===== config.mk =====
export PLATFORM = sky130hd
export DESIGN_NAME = primal_op_sequencer_flat
export DESIGN_NICKNAME = d
export VERILOG_FILES = /design/src/rtl/primal_op_sequencer_if.sv /design/src/rtl/primal_op_sequencer.sv /design/src/flat_wrapper.sv
export SDC_FILE = /design/constraint.sdc
export NUM_CORES = 1
export LEC_CHECK = 0
export BUFFER_PORTS_ARGS = -buffer_cell sky130_fd_sc_hd__buf_4
export CAP_MARGIN = 20
export CELL_PAD_IN_SITES_DETAIL_PLACEMENT = 0
export CELL_PAD_IN_SITES_GLOBAL_PLACEMENT = 1
export CORE_MARGIN = 2
export CORE_UTILIZATION = 43
export DETAILED_ROUTE_END_ITERATION = 10
export PLACE_DENSITY = 0.78
export SLEW_MARGIN = 20
export SYNTH_ARGS = -nofsm -noshare
export SYNTH_HDL_FRONTEND = slang
export SYNTH_SLANG_ARGS = --single-unit

===== constraint.sdc =====
create_clock -name clk -period 2.77 [get_ports clk]
set_input_delay 0.277 -clock clk [delete_from_list [all_inputs] [get_ports clk]]
set_output_delay 0.277 -clock clk [all_outputs]
set_load 0.01 [all_outputs]

===== src/rtl/primal_op_sequencer_if.sv =====
// Bundle of request, engine and response signals for the primal op sequencer.
// The sequencer takes the slave view; its environment (requester, engine, consumer) the master view.
interface primal_op_sequencer_if;
    logic        req_valid;
    logic        req_ready;
    logic [1:0]  req_op;
    logic [31:0] req_a;
    logic [31:0] req_b;

    logic [31:0] eng_prime_a;
    logic [31:0] eng_prime_b;
    logic [1:0]  eng_op;
    logic        eng_compute;
    logic [31:0] eng_result;
    logic [31:0] eng_t1_remainder;
    logic        eng_valid;
    logic        eng_violation;

    logic        rsp_valid;
    logic        rsp_ready;
    logic [31:0] rsp_result;
    logic [7:0]  rsp_remain_a;
    logic [7:0]  rsp_remain_b;
    logic [1:0]  rsp_op;
    logic        rsp_violation;
    logic        rsp_format_err;
    logic        rsp_timeout;

    logic        busy;
    logic [15:0] seq_count;

    modport slave (
        input  req_valid, req_op, req_a, req_b,
        input  eng_result, eng_t1_remainder, eng_valid, eng_violation,
        input  rsp_ready,
        output req_ready,
        output eng_prime_a, eng_prime_b, eng_op, eng_compute,
        output rsp_valid, rsp_result, rsp_remain_a, rsp_remain_b, rsp_op,
        output rsp_violation, rsp_format_err, rsp_timeout,
        output busy, seq_count
    );

    modport master (
        output req_valid, req_op, req_a, req_b,
        output eng_result, eng_t1_remainder, eng_valid, eng_violation,
        output rsp_ready,
        input  req_ready,
        input  eng_prime_a, eng_prime_b, eng_op, eng_compute,
        input  rsp_valid, rsp_result, rsp_remain_a, rsp_remain_b, rsp_op,
        input  rsp_violation, rsp_format_err, rsp_timeout,
        input  busy, seq_count
    );
endinterface


===== src/rtl/primal_op_sequencer.sv =====
// Initiator-side driver for the primal math engine: buffers requests in a FIFO, launches
// each one, waits out the helical latency and returns the captured, unpacked result.
module primal_op_sequencer #(
    parameter int DEPTH          = 4,
    parameter int BREATH_CYCLES  = 20,
    parameter int TIMEOUT_CYCLES = 64
) (
    input  logic                  clk,
    input  logic                  rst_n,
    primal_op_sequencer_if.slave  bus
);

    localparam int PTR_W    = $clog2(DEPTH);
    localparam int CNT_W    = PTR_W + 1;
    localparam int WAIT_MAX = (BREATH_CYCLES > TIMEOUT_CYCLES) ? BREATH_CYCLES : TIMEOUT_CYCLES;
    localparam int TMR_W    = $clog2(WAIT_MAX + 1);

    typedef enum logic [2:0] {IDLE, LAUNCH, BREATHE, CHECK, RESPOND} state_t;

    typedef struct packed {
        logic [1:0]  op;
        logic [31:0] a;
        logic [31:0] b;
    } req_t;

    req_t             fifo_mem [DEPTH];
    logic [PTR_W-1:0] wr_ptr;
    logic [PTR_W-1:0] rd_ptr;
    logic [CNT_W-1:0] count;
    logic             push;
    logic             pop;
    req_t             head;

    state_t           state;
    logic [TMR_W-1:0] timer;
    logic [1:0]       cur_op;

    // Ready looks only at the registered count, so a full FIFO refuses even while popping.
    assign bus.req_ready = (count != CNT_W'(DEPTH));
    assign push          = bus.req_valid && bus.req_ready;
    assign pop           = (state == IDLE) && (count != '0);
    assign head          = fifo_mem[rd_ptr];
    assign bus.busy      = (state != IDLE) || (count != '0);

    always_ff @(posedge clk) begin
        if (push) begin
            fifo_mem[wr_ptr] <= '{op: bus.req_op, a: bus.req_a, b: bus.req_b};
        end
    end

    always_ff @(posedge clk or negedge rst_n) begin
        if (!rst_n) begin
            wr_ptr <= '0;
            rd_ptr <= '0;
            count  <= '0;
        end else begin
            if (push) wr_ptr <= wr_ptr + 1'b1;
            if (pop)  rd_ptr <= rd_ptr + 1'b1;
            count <= count + CNT_W'(push) - CNT_W'(pop);
        end
    end

    always_ff @(posedge clk or negedge rst_n) begin
        if (!rst_n) begin
            state              <= IDLE;
            timer              <= '0;
            cur_op             <= '0;
            bus.eng_prime_a    <= '0;
            bus.eng_prime_b    <= '0;
            bus.eng_op         <= '0;
            bus.eng_compute    <= 1'b0;
            bus.rsp_valid      <= 1'b0;
            bus.rsp_result     <= '0;
            bus.rsp_remain_a   <= '0;
            bus.rsp_remain_b   <= '0;
            bus.rsp_op         <= '0;
            bus.rsp_violation  <= 1'b0;
            bus.rsp_format_err <= 1'b0;
            bus.rsp_timeout    <= 1'b0;
            bus.seq_count      <= '0;
        end else begin
            case (state)
                IDLE: begin
                    if (pop) begin
                        bus.eng_prime_a <= head.a;
                        bus.eng_prime_b <= head.b;
                        bus.eng_op      <= head.op;
                        cur_op          <= head.op;
                        bus.eng_compute <= 1'b1;
                        state           <= LAUNCH;
                    end
                end
                LAUNCH: begin
                    bus.eng_compute <= 1'b0;
                    timer           <= '0;
                    state           <= BREATHE;
                end
                BREATHE: begin
                    if (timer == TMR_W'(BREATH_CYCLES - 1)) begin
                        timer <= '0;
                        state <= CHECK;
                    end else begin
                        timer <= timer + 1'b1;
                    end
                end
                CHECK: begin
                    // A valid result on the final counted cycle still wins over the timeout.
                    if (bus.eng_valid) begin
                        bus.rsp_result     <= bus.eng_result;
                        bus.rsp_remain_a   <= bus.eng_t1_remainder[23:16];
                        bus.rsp_remain_b   <= bus.eng_t1_remainder[31:24];
                        bus.rsp_violation  <= bus.eng_violation;
                        bus.rsp_format_err <= |bus.eng_t1_remainder[15:0];
                        bus.rsp_timeout    <= 1'b0;
                        bus.rsp_op         <= cur_op;
                        bus.rsp_valid      <= 1'b1;
                        state              <= RESPOND;
                    end else if (timer == TMR_W'(TIMEOUT_CYCLES)) begin
                        bus.rsp_result     <= '0;
                        bus.rsp_remain_a   <= '0;
                        bus.rsp_remain_b   <= '0;
                        bus.rsp_violation  <= 1'b0;
                        bus.rsp_format_err <= 1'b0;
                        bus.rsp_timeout    <= 1'b1;
                        bus.rsp_op         <= cur_op;
                        bus.rsp_valid      <= 1'b1;
                        state              <= RESPOND;
                    end else begin
                        timer <= timer + 1'b1;
                    end
                end
                RESPOND: begin
                    if (bus.rsp_ready) begin
                        bus.rsp_valid <= 1'b0;
                        bus.seq_count <= bus.seq_count + 16'd1;
                        state         <= IDLE;
                    end
                end
                default: state <= IDLE;
            endcase
        end
    end

endmodule


===== src/flat_wrapper.sv =====
// flat-port wrapper written by rule: the top's interface ports become plain ports
module primal_op_sequencer_flat 
#(
    parameter int DEPTH          = 4,
    parameter int BREATH_CYCLES  = 20,
    parameter int TIMEOUT_CYCLES = 64
)
  (clk, rst_n, bus_req_valid, bus_req_op, bus_req_a, bus_req_b, bus_eng_result, bus_eng_t1_remainder, bus_eng_valid, bus_eng_violation, bus_rsp_ready, bus_req_ready, bus_eng_prime_a, bus_eng_prime_b, bus_eng_op, bus_eng_compute, bus_rsp_valid, bus_rsp_result, bus_rsp_remain_a, bus_rsp_remain_b, bus_rsp_op, bus_rsp_violation, bus_rsp_format_err, bus_rsp_timeout, bus_busy, bus_seq_count);
  primal_op_sequencer_if bus_i ();
  input  logic clk;
  input  logic rst_n;
  input wire logic [$bits(bus_i.req_valid)-1:0] bus_req_valid;
  input wire logic [$bits(bus_i.req_op)-1:0] bus_req_op;
  input wire logic [$bits(bus_i.req_a)-1:0] bus_req_a;
  input wire logic [$bits(bus_i.req_b)-1:0] bus_req_b;
  input wire logic [$bits(bus_i.eng_result)-1:0] bus_eng_result;
  input wire logic [$bits(bus_i.eng_t1_remainder)-1:0] bus_eng_t1_remainder;
  input wire logic [$bits(bus_i.eng_valid)-1:0] bus_eng_valid;
  input wire logic [$bits(bus_i.eng_violation)-1:0] bus_eng_violation;
  input wire logic [$bits(bus_i.rsp_ready)-1:0] bus_rsp_ready;
  output wire logic [$bits(bus_i.req_ready)-1:0] bus_req_ready;
  output wire logic [$bits(bus_i.eng_prime_a)-1:0] bus_eng_prime_a;
  output wire logic [$bits(bus_i.eng_prime_b)-1:0] bus_eng_prime_b;
  output wire logic [$bits(bus_i.eng_op)-1:0] bus_eng_op;
  output wire logic [$bits(bus_i.eng_compute)-1:0] bus_eng_compute;
  output wire logic [$bits(bus_i.rsp_valid)-1:0] bus_rsp_valid;
  output wire logic [$bits(bus_i.rsp_result)-1:0] bus_rsp_result;
  output wire logic [$bits(bus_i.rsp_remain_a)-1:0] bus_rsp_remain_a;
  output wire logic [$bits(bus_i.rsp_remain_b)-1:0] bus_rsp_remain_b;
  output wire logic [$bits(bus_i.rsp_op)-1:0] bus_rsp_op;
  output wire logic [$bits(bus_i.rsp_violation)-1:0] bus_rsp_violation;
  output wire logic [$bits(bus_i.rsp_format_err)-1:0] bus_rsp_format_err;
  output wire logic [$bits(bus_i.rsp_timeout)-1:0] bus_rsp_timeout;
  output wire logic [$bits(bus_i.busy)-1:0] bus_busy;
  output wire logic [$bits(bus_i.seq_count)-1:0] bus_seq_count;
  assign bus_i.req_valid = bus_req_valid;
  assign bus_i.req_op = bus_req_op;
  assign bus_i.req_a = bus_req_a;
  assign bus_i.req_b = bus_req_b;
  assign bus_i.eng_result = bus_eng_result;
  assign bus_i.eng_t1_remainder = bus_eng_t1_remainder;
  assign bus_i.eng_valid = bus_eng_valid;
  assign bus_i.eng_violation = bus_eng_violation;
  assign bus_i.rsp_ready = bus_rsp_ready;
  assign bus_req_ready = bus_i.req_ready;
  assign bus_eng_prime_a = bus_i.eng_prime_a;
  assign bus_eng_prime_b = bus_i.eng_prime_b;
  assign bus_eng_op = bus_i.eng_op;
  assign bus_eng_compute = bus_i.eng_compute;
  assign bus_rsp_valid = bus_i.rsp_valid;
  assign bus_rsp_result = bus_i.rsp_result;
  assign bus_rsp_remain_a = bus_i.rsp_remain_a;
  assign bus_rsp_remain_b = bus_i.rsp_remain_b;
  assign bus_rsp_op = bus_i.rsp_op;
  assign bus_rsp_violation = bus_i.rsp_violation;
  assign bus_rsp_format_err = bus_i.rsp_format_err;
  assign bus_rsp_timeout = bus_i.rsp_timeout;
  assign bus_busy = bus_i.busy;
  assign bus_seq_count = bus_i.seq_count;
  primal_op_sequencer #(.DEPTH(DEPTH), .BREATH_CYCLES(BREATH_CYCLES), .TIMEOUT_CYCLES(TIMEOUT_CYCLES)) u_core (.clk(clk), .rst_n(rst_n), .bus(bus_i));
endmodule

==> impl_metrics.toml, run 1 <==
[worst_setup_path]
required_ns = 2.49
cp-start-kind = "flop"
cp_data_arrival_time_ns = 2.19
end_kind = "output pin"
worstPathCellList = "nor3_1, nor4b_1, inv_1, buf_4"
path_buf_inv = 2
critPathKind = "reg2out"
timing.rr.end = "u_core.bus.rsp_result[14]"
endpoint = "bus_busy"
slowest_delay_ns = 0.53
crit_fanout = 3
cp_top_family = "simple AND/OR/NAND/NOR gates"
cp_slowest_cell = "nor4b_1"
worstSetupPathDepth = 4
rr_worst_depth = 7
timing.rr.start = "u_core.timer[1]"
critPathLaunch = "u_core.count[1]"
r2r_setup_slack_ns = 0.54

[floorplan]
rows = 70
die_x_um = 195.5
io_pins = 275
fp.dieArea_sq_um = 38230
initial_core_util_pct = 43.39
coreArea_sq_um = 36350
die_h_um = 195.5

[placed_design]
placed_area_sq_um = 18440
io_buffers = 274
dp_hpwl_um = 21170
gp_congestion = 0.7481

[layout]
final_nets = 1354
drive_gt1_share_pct = 41.43
regArea_sq_um = 11790
area_growth_syn_to_layout_pct = 33.63
stdcell_area_sq_um = 21080
multi_input_area_sq_um = 3650
fill_cells = 2698

[clock_tree]
cts_tree = "yes"
clock-sinks = 418
clockBufferDepth = 3
post-cts-setup-buffers = 0
cts_made_buffers = 44
clk_latency_ns = 0.55
clkTransAtPathRegs_ns = 0.06
clockRootBuffer = "clkbuf_16"
h-tree-depth = 2

[global_route]
grt_antenna_before_repair = 1
grt_pass1_wl_um = 55260
grt_pass1_vias = 9619
grt.overflow.total = 0
grt_use_total_pct = 19.00
grt_max_degree = 70

[outcome]
outcome = "finished, final reports clean"

[yosys]
netlist.area_leader.share_pct = 50.27
synth.area.top_cells = "edfxtp_1 50%, dfrtp_1 24%, mux4_2 9.4%, mux2_2 5.0%, a22o_1 2.7%"
yosysUniqueCellTypes = 47
yosysWarnings = 0
synth_edf_count = 264
syn_area_per_cell_sq_um = 20.09
synth_ff_type = "edfxtp_1"
netlist_instances = 785
synth_area_sq_um = 15770
ys_ff_latch = 418
synth.most_common_cell = "edfxtp_1"
yosysSeqAreaShare_pct = 74.70
synth_commonest_cells = "264 x edfxtp_1, 154 x dfrtp_1, 70 x mux2_2"
syn_nets = 931
async_flop_share_pct = 36.84
synth_top_area_cell = "edfxtp_1"

[run]
drv_cap = 0

[sta]
setup_viol = 0
holdWs_ns = 0.04646
timing.fmax_ghz = 0.4053
period_share_pct = 89.06
tns_ns = 0
clock_skew_ns = 0.01199
worst_pin_slew_ns = 0.6819
max_slew_margin_pct = 54.54
hold_viol_final = 0
min_period_ns = 2.467
drv_slew = 0
rsz0062_at_grt = "false"

[routing]
ant_nets = 0
drt_iter0_markers = 435
via_count = 8880
routed_wl_um = 35690
viasPerCell = 5.187
routedWlPerCell_um = 20.84
firstDrtPassIters = 4
drcViolationCount = 0

[pwr]
p_leak_uw = 0.008226
peakVddDrop_mv = 0.6283
power_density_nw_per_um2 = 1064

[worst_hold_path]
worst_hold_path_type = "in2reg"
[registers in the layout (all words and copies together) (netlist names)]
register,cells
u_core.bus.rsp_op,2
u_core.bus.eng_compute,1
u_core.bus.rsp_timeout,1
u_core.bus.rsp_valid,1
u_core.bus.eng_prime_a,32
u_core.bus.rsp_remain_b,8
u_core.state,3
u_core.fifo_mem,264
u_core.wr_ptr,2
u_core.bus.seq_count,16
u_core.bus.rsp_remain_a,8
u_core.bus.rsp_violation,1
u_core.count,3
u_core.rd_ptr,2
u_core.bus.rsp_result,32
u_core.timer,7
u_core.bus.rsp_format_err,1
u_core.bus.eng_prime_b,32
u_core.bus.eng_op,2
[power by group]
| part | switching [uW] | internal, uW | leakage (uW) |
|---|---|---|---|
| clock | 2340 | 3520 | 0.000717 |
| sequential | 1070 | 8530 | 0.00431 |
| combinational | 3120 | 3840 | 0.00320 |
[placed cells by master, fill, tap and decap left out, types with 14 or more instances in the layout]
cell | Yosys | layout
mux2_2 | 70 | 70
xnor2_1 | 17 | 17
dlygate4sd3_1 | 0 | 117
edfxtp_1 | 264 | 264
dfrtp_1 | 154 | 152
a22o_1 | 49 | 49
buf_4 | 2 | 294
mux4_2 | 66 | 66
clkbuf_16 | 0 | 47
inv_1 | 14 | 14
[routing by layer]
layer / track usage (%) / share of wire [%]
met1: 23.87 / 42
met2: 31.76 / 49
met3: 5.717 / 7.4
met4: 6.107 / 1.8
met5: 0 / 0
[worst register-to-register path: cells and delay by family, from the launching register on]
family | cells | cell delay (ns)
AND/OR/NAND/NOR | 2 | 0.61
adder cells (fa/ha/maj) | 1 | 0.19
buffers and inverters | 2 | 0.39
flip-flops | 1 | 0.44
AO/OA/AOI/OAI | 2 | 0.53
[final cells by class]
type | instances | area share [%]
inverter | 14 | 0.2493
clock buffer | 64 | 6.121
sequential | 418 | 55.94
multi-input combinational | 311 | 17.32
antenna | 1 | 0.01187
clock inverter | 17 | 0.8371
tap | 468 | 2.778
timing repair buffer | 419 | 16.75
[metrics by stage]
step / util, % / std cells / worst slack (ns) / power [uW]
after CTS: 57.98 / 1711 / 0.2529 / 22720
after global placement: 50.72 / 1513 / 0.6013 / 16450
after floorplan: - / 785 / 0.07439 / 13720
after detailed placement: 50.72 / 1513 / 0.5963 / 16630
after global routing: 57.98 / 1712 / 0.1189 / 23620
final: 57.98 / 1712 / 0.3030 / 22430
[cells by family (layout without fill, tap and decap cells)]
kind of cell             after synthesis  after routing  synth area share [%]
AO/OA/AOI/OAI                         75             75                 3.864
buffers and inverters                 56            514                 2.301
multiplexers                         136            136                 14.42
flip-flops                           418            418                 74.70
XOR/XNOR                              20             20                 1.111
adder cells (fa/ha/maj)               10             10                0.8410
AND/OR/NAND/NOR                       70             70                 2.761
other                                  0              1                     0
[timing repair]
item / CTS / global route
hold endpoints to repair: 368 / 0
endpoints found under the setup margin: 0 / 0
hold buffers: 117 / 0
gates resized for setup: 0 / 0
[how the worst min path moves through the flow]
stage,startpoint,end,slack [ns],depth (start not counted)
final,bus_eng_valid,u_core.bus.rsp_timeout,0.05,3
after global routing,bus_eng_valid,u_core.bus.rsp_timeout,0.03,3
after CTS,bus_eng_valid,u_core.bus.rsp_timeout,0.004,3
after detailed placement,rst_n,u_core.bus.eng_prime_b[10],0.32,1
after global placement,rst_n,u_core.bus.eng_prime_b[10],0.32,1
after floorplan,rst_n,u_core.bus.eng_compute,-0.02,0
(Power assumes the default switching activity.)
==> run 2, diff against run 1 <==
--- a/config.mk
+++ b/config.mk
@@ -13,4 +13,5 @@
 export CORE_UTILIZATION = 43
 export DETAILED_ROUTE_END_ITERATION = 10
+export HOLD_SLACK_MARGIN = 0.15
 export PLACE_DENSITY = 0.78
 export SLEW_MARGIN = 20
==> constraint.sdc (replaced) <==
create_clock -name clk -period 2.77 [get_ports clk]
set_input_delay 0.1385 -clock clk [delete_from_list [all_inputs] [get_ports clk]]
set_output_delay 0.1385 -clock clk [all_outputs]
set_load 0.01 [all_outputs]
==> run 2 against run 1 <==
Net effect: critical endpoint unchanged; maximum frequency up 5.9%; power down 0.17%; worst hold slack gained 0.27 ns; critical path depth is the same; clock skew rose by 0.0076 ns; non-clock buffer count rose by 8; core utilization rose by 0.25 points; highest routed layer unchanged; sequential share of layout area fell by 0.24 points; routed wire length fell by 2.8%.
==> impl_metrics.toml, run 2 (synthesis results as in run 1) <==
[floorplan]
coreArea_sq_um = 36350
io_pins = 275
fp.dieArea_sq_um = 38230
die_x_um = 195.5
die_h_um = 195.5
rows = 70
initial_core_util_pct = 43.39

[worst_setup_path]
cp-start-kind = "flop"
cp_data_arrival_time_ns = 2.19
rr_worst_depth = 7
end_kind = "output pin"
cp_slowest_cell = "nor4b_1"
critPathKind = "reg2out"
worstSetupPathDepth = 4
slowest_delay_ns = 0.58
cp_top_family = "simple AND/OR/NAND/NOR gates"
worstPathCellList = "nor3_1, nor4b_1, inv_1, buf_4"
required_ns = 2.63
crit_fanout = 3
path_buf_inv = 2

[placed_design]
io_buffers = 274
gp_congestion = 0.7433
dp_hpwl_um = 21050
placedCellCount = 1514

[routing]
routed_wl_um = 34690
ant_nets = 0
drcViolationCount = 0
routedWlPerCell_um = 20.18
via_count = 8839
viasPerCell = 5.142
drt_iter0_markers = 433
firstDrtPassIters = 5

[layout]
largest_reg_flops = 264
regMostFlops = "u_core.fifo_mem"
area_growth_syn_to_layout_pct = 34.20
mostFrequentLayoutCells = "294 x buf_4, 264 x edfxtp_1, 152 x dfrtp_1"
instances_no_fill = 1719
drive_gt1_share_pct = 41.25
final_nets = 1362
final_common_cell = "buf_4"
multi_input_area_sq_um = 3650
fill_cells = 2692
regArea_sq_um = 11790
n_antenna_cell = 0

[sta]
period_share_pct = 84.12
tns_ns = 0
worst_pin_slew_ns = 0.6327
setup_viol = 0
min_period_ns = 2.330
max_slew_margin_pct = 57.22
timing.fmax_ghz = 0.4291
drv_slew = 0
clock_skew_ns = 0.01958
hold_viol_final = 0
rsz0062_at_grt = "false"

[global_route]
grt_antenna_before_repair = 0
grt.overflow.total = 0
grt_pass1_vias = 9453
grt_use_total_pct = 18.45
grt_max_degree = 70
grt_pass1_wl_um = 53980

[pwr]
peakVddDrop_mv = 0.6146
p_int_uw = 15900
power_density_nw_per_um2 = 1058
p_leak_uw = 0.008259
power_switching_uw = 6492
seq_power_share_pct = 42.8
finalPower_uw = 22390
p_sw_share_pct = 29.00
power_frac_clock_pct = 26.1
p_comb_share_pct = 31.1

[clock_tree]
clockBufferDepth = 3
clock-sinks = 418
cts_resized = 0
clk_latency_ns = 0.57
clockRootBuffer = "clkbuf_16"
clkTransAtPathRegs_ns = 0.06
post-cts-setup-buffers = 0
cts_made_buffers = 44
h-tree-depth = 2
cts_tree = "yes"

[worst_hold_path]
worstHoldPathCells = 2
worst_hold_path_type = "in2reg"

[run]
drv_cap = 0

[outcome]
outcome = "finished, final reports clean"
-- run 2: cell type report --
cell class | count | area share [%]
inverter | 14 | 0.2483
tap | 468 | 2.767
multi-input combinational | 311 | 17.24
clock inverter | 21 | 1.123
sequential | 418 | 55.70
timing repair buffer | 427 | 17.10
clock buffer | 60 | 5.817
-- run 2: through the flow --
stage | area, sq um | worst slack [ns] | hold slack (ns) | util [%]
2_1_floorplan | 15770 | 0.07439 | -0.1571 | -
3_3_place_gp | 18460 | 0.6871 | 0.1816 | 50.77
3_5_place_dp | 18460 | 0.6716 | 0.1922 | 50.77
4_1_cts | 21170 | 0.3810 | 0.2834 | 58.23
5_1_grt | 21170 | 0.2012 | 0.3048 | 58.23
6_report | 21170 | 0.4398 | 0.3167 | 58.23
-- run 2: power groups by stage --
stage,combinational [uW],clock (uW),sequential [uW]
6_report,6960,5850,9580
5_1_grt,7550,6230,9800
4_1_cts,7110,6010,9600
3_5_place_dp,6930,0,9700
3_3_place_gp,6840,0,9640
2_1_floorplan,4020,0,9700
-- run 2: final timing paths --
check	startpoint	to	slack, ns
worst max-delay path	u_core.count[1]	bus_busy	0.44
worst min-delay path	bus_req_a[3]	u_core.fifo_mem[2][35]	0.32
worst max register to register	u_core.timer[1]	u_core.bus.rsp_result[3]	0.68
worst min register to register	u_core.bus.seq_count[15]	u_core.bus.seq_count[15]	0.47
max in group asynchronous	rst_n	u_core.bus.eng_prime_b[10]	1.16
min in group asynchronous	rst_n	u_core.bus.eng_prime_b[13]	0.72
-- run 2: routing by layer --
metal	vias up	GRT usage, %	routed length, um
li1	3981	-	-
met1	4506	22.86	14130
met2	315	31.83	17320
met3	37	5.199	2697
met4	0	5.202	546
met5	-	0	0
-- run 2: what timing repair did --
| item | in CTS | in global routing |
|---|---|---|
| endpoints found under the setup margin | 0 | 0 |
| hold buffers | 124 | 0 |
| hold endpoints to repair | 480 | 0 |
-- run 2: worst reg2reg max path: stages, from the launching register on --
cell      delay, ns
dfrtp_1        0.43
inv_1          0.08
ha_1           0.19
nor2b_1        0.14
a31oi_1        0.33
nand2b_2       0.38
buf_4          0.29
a22o_1         0.20
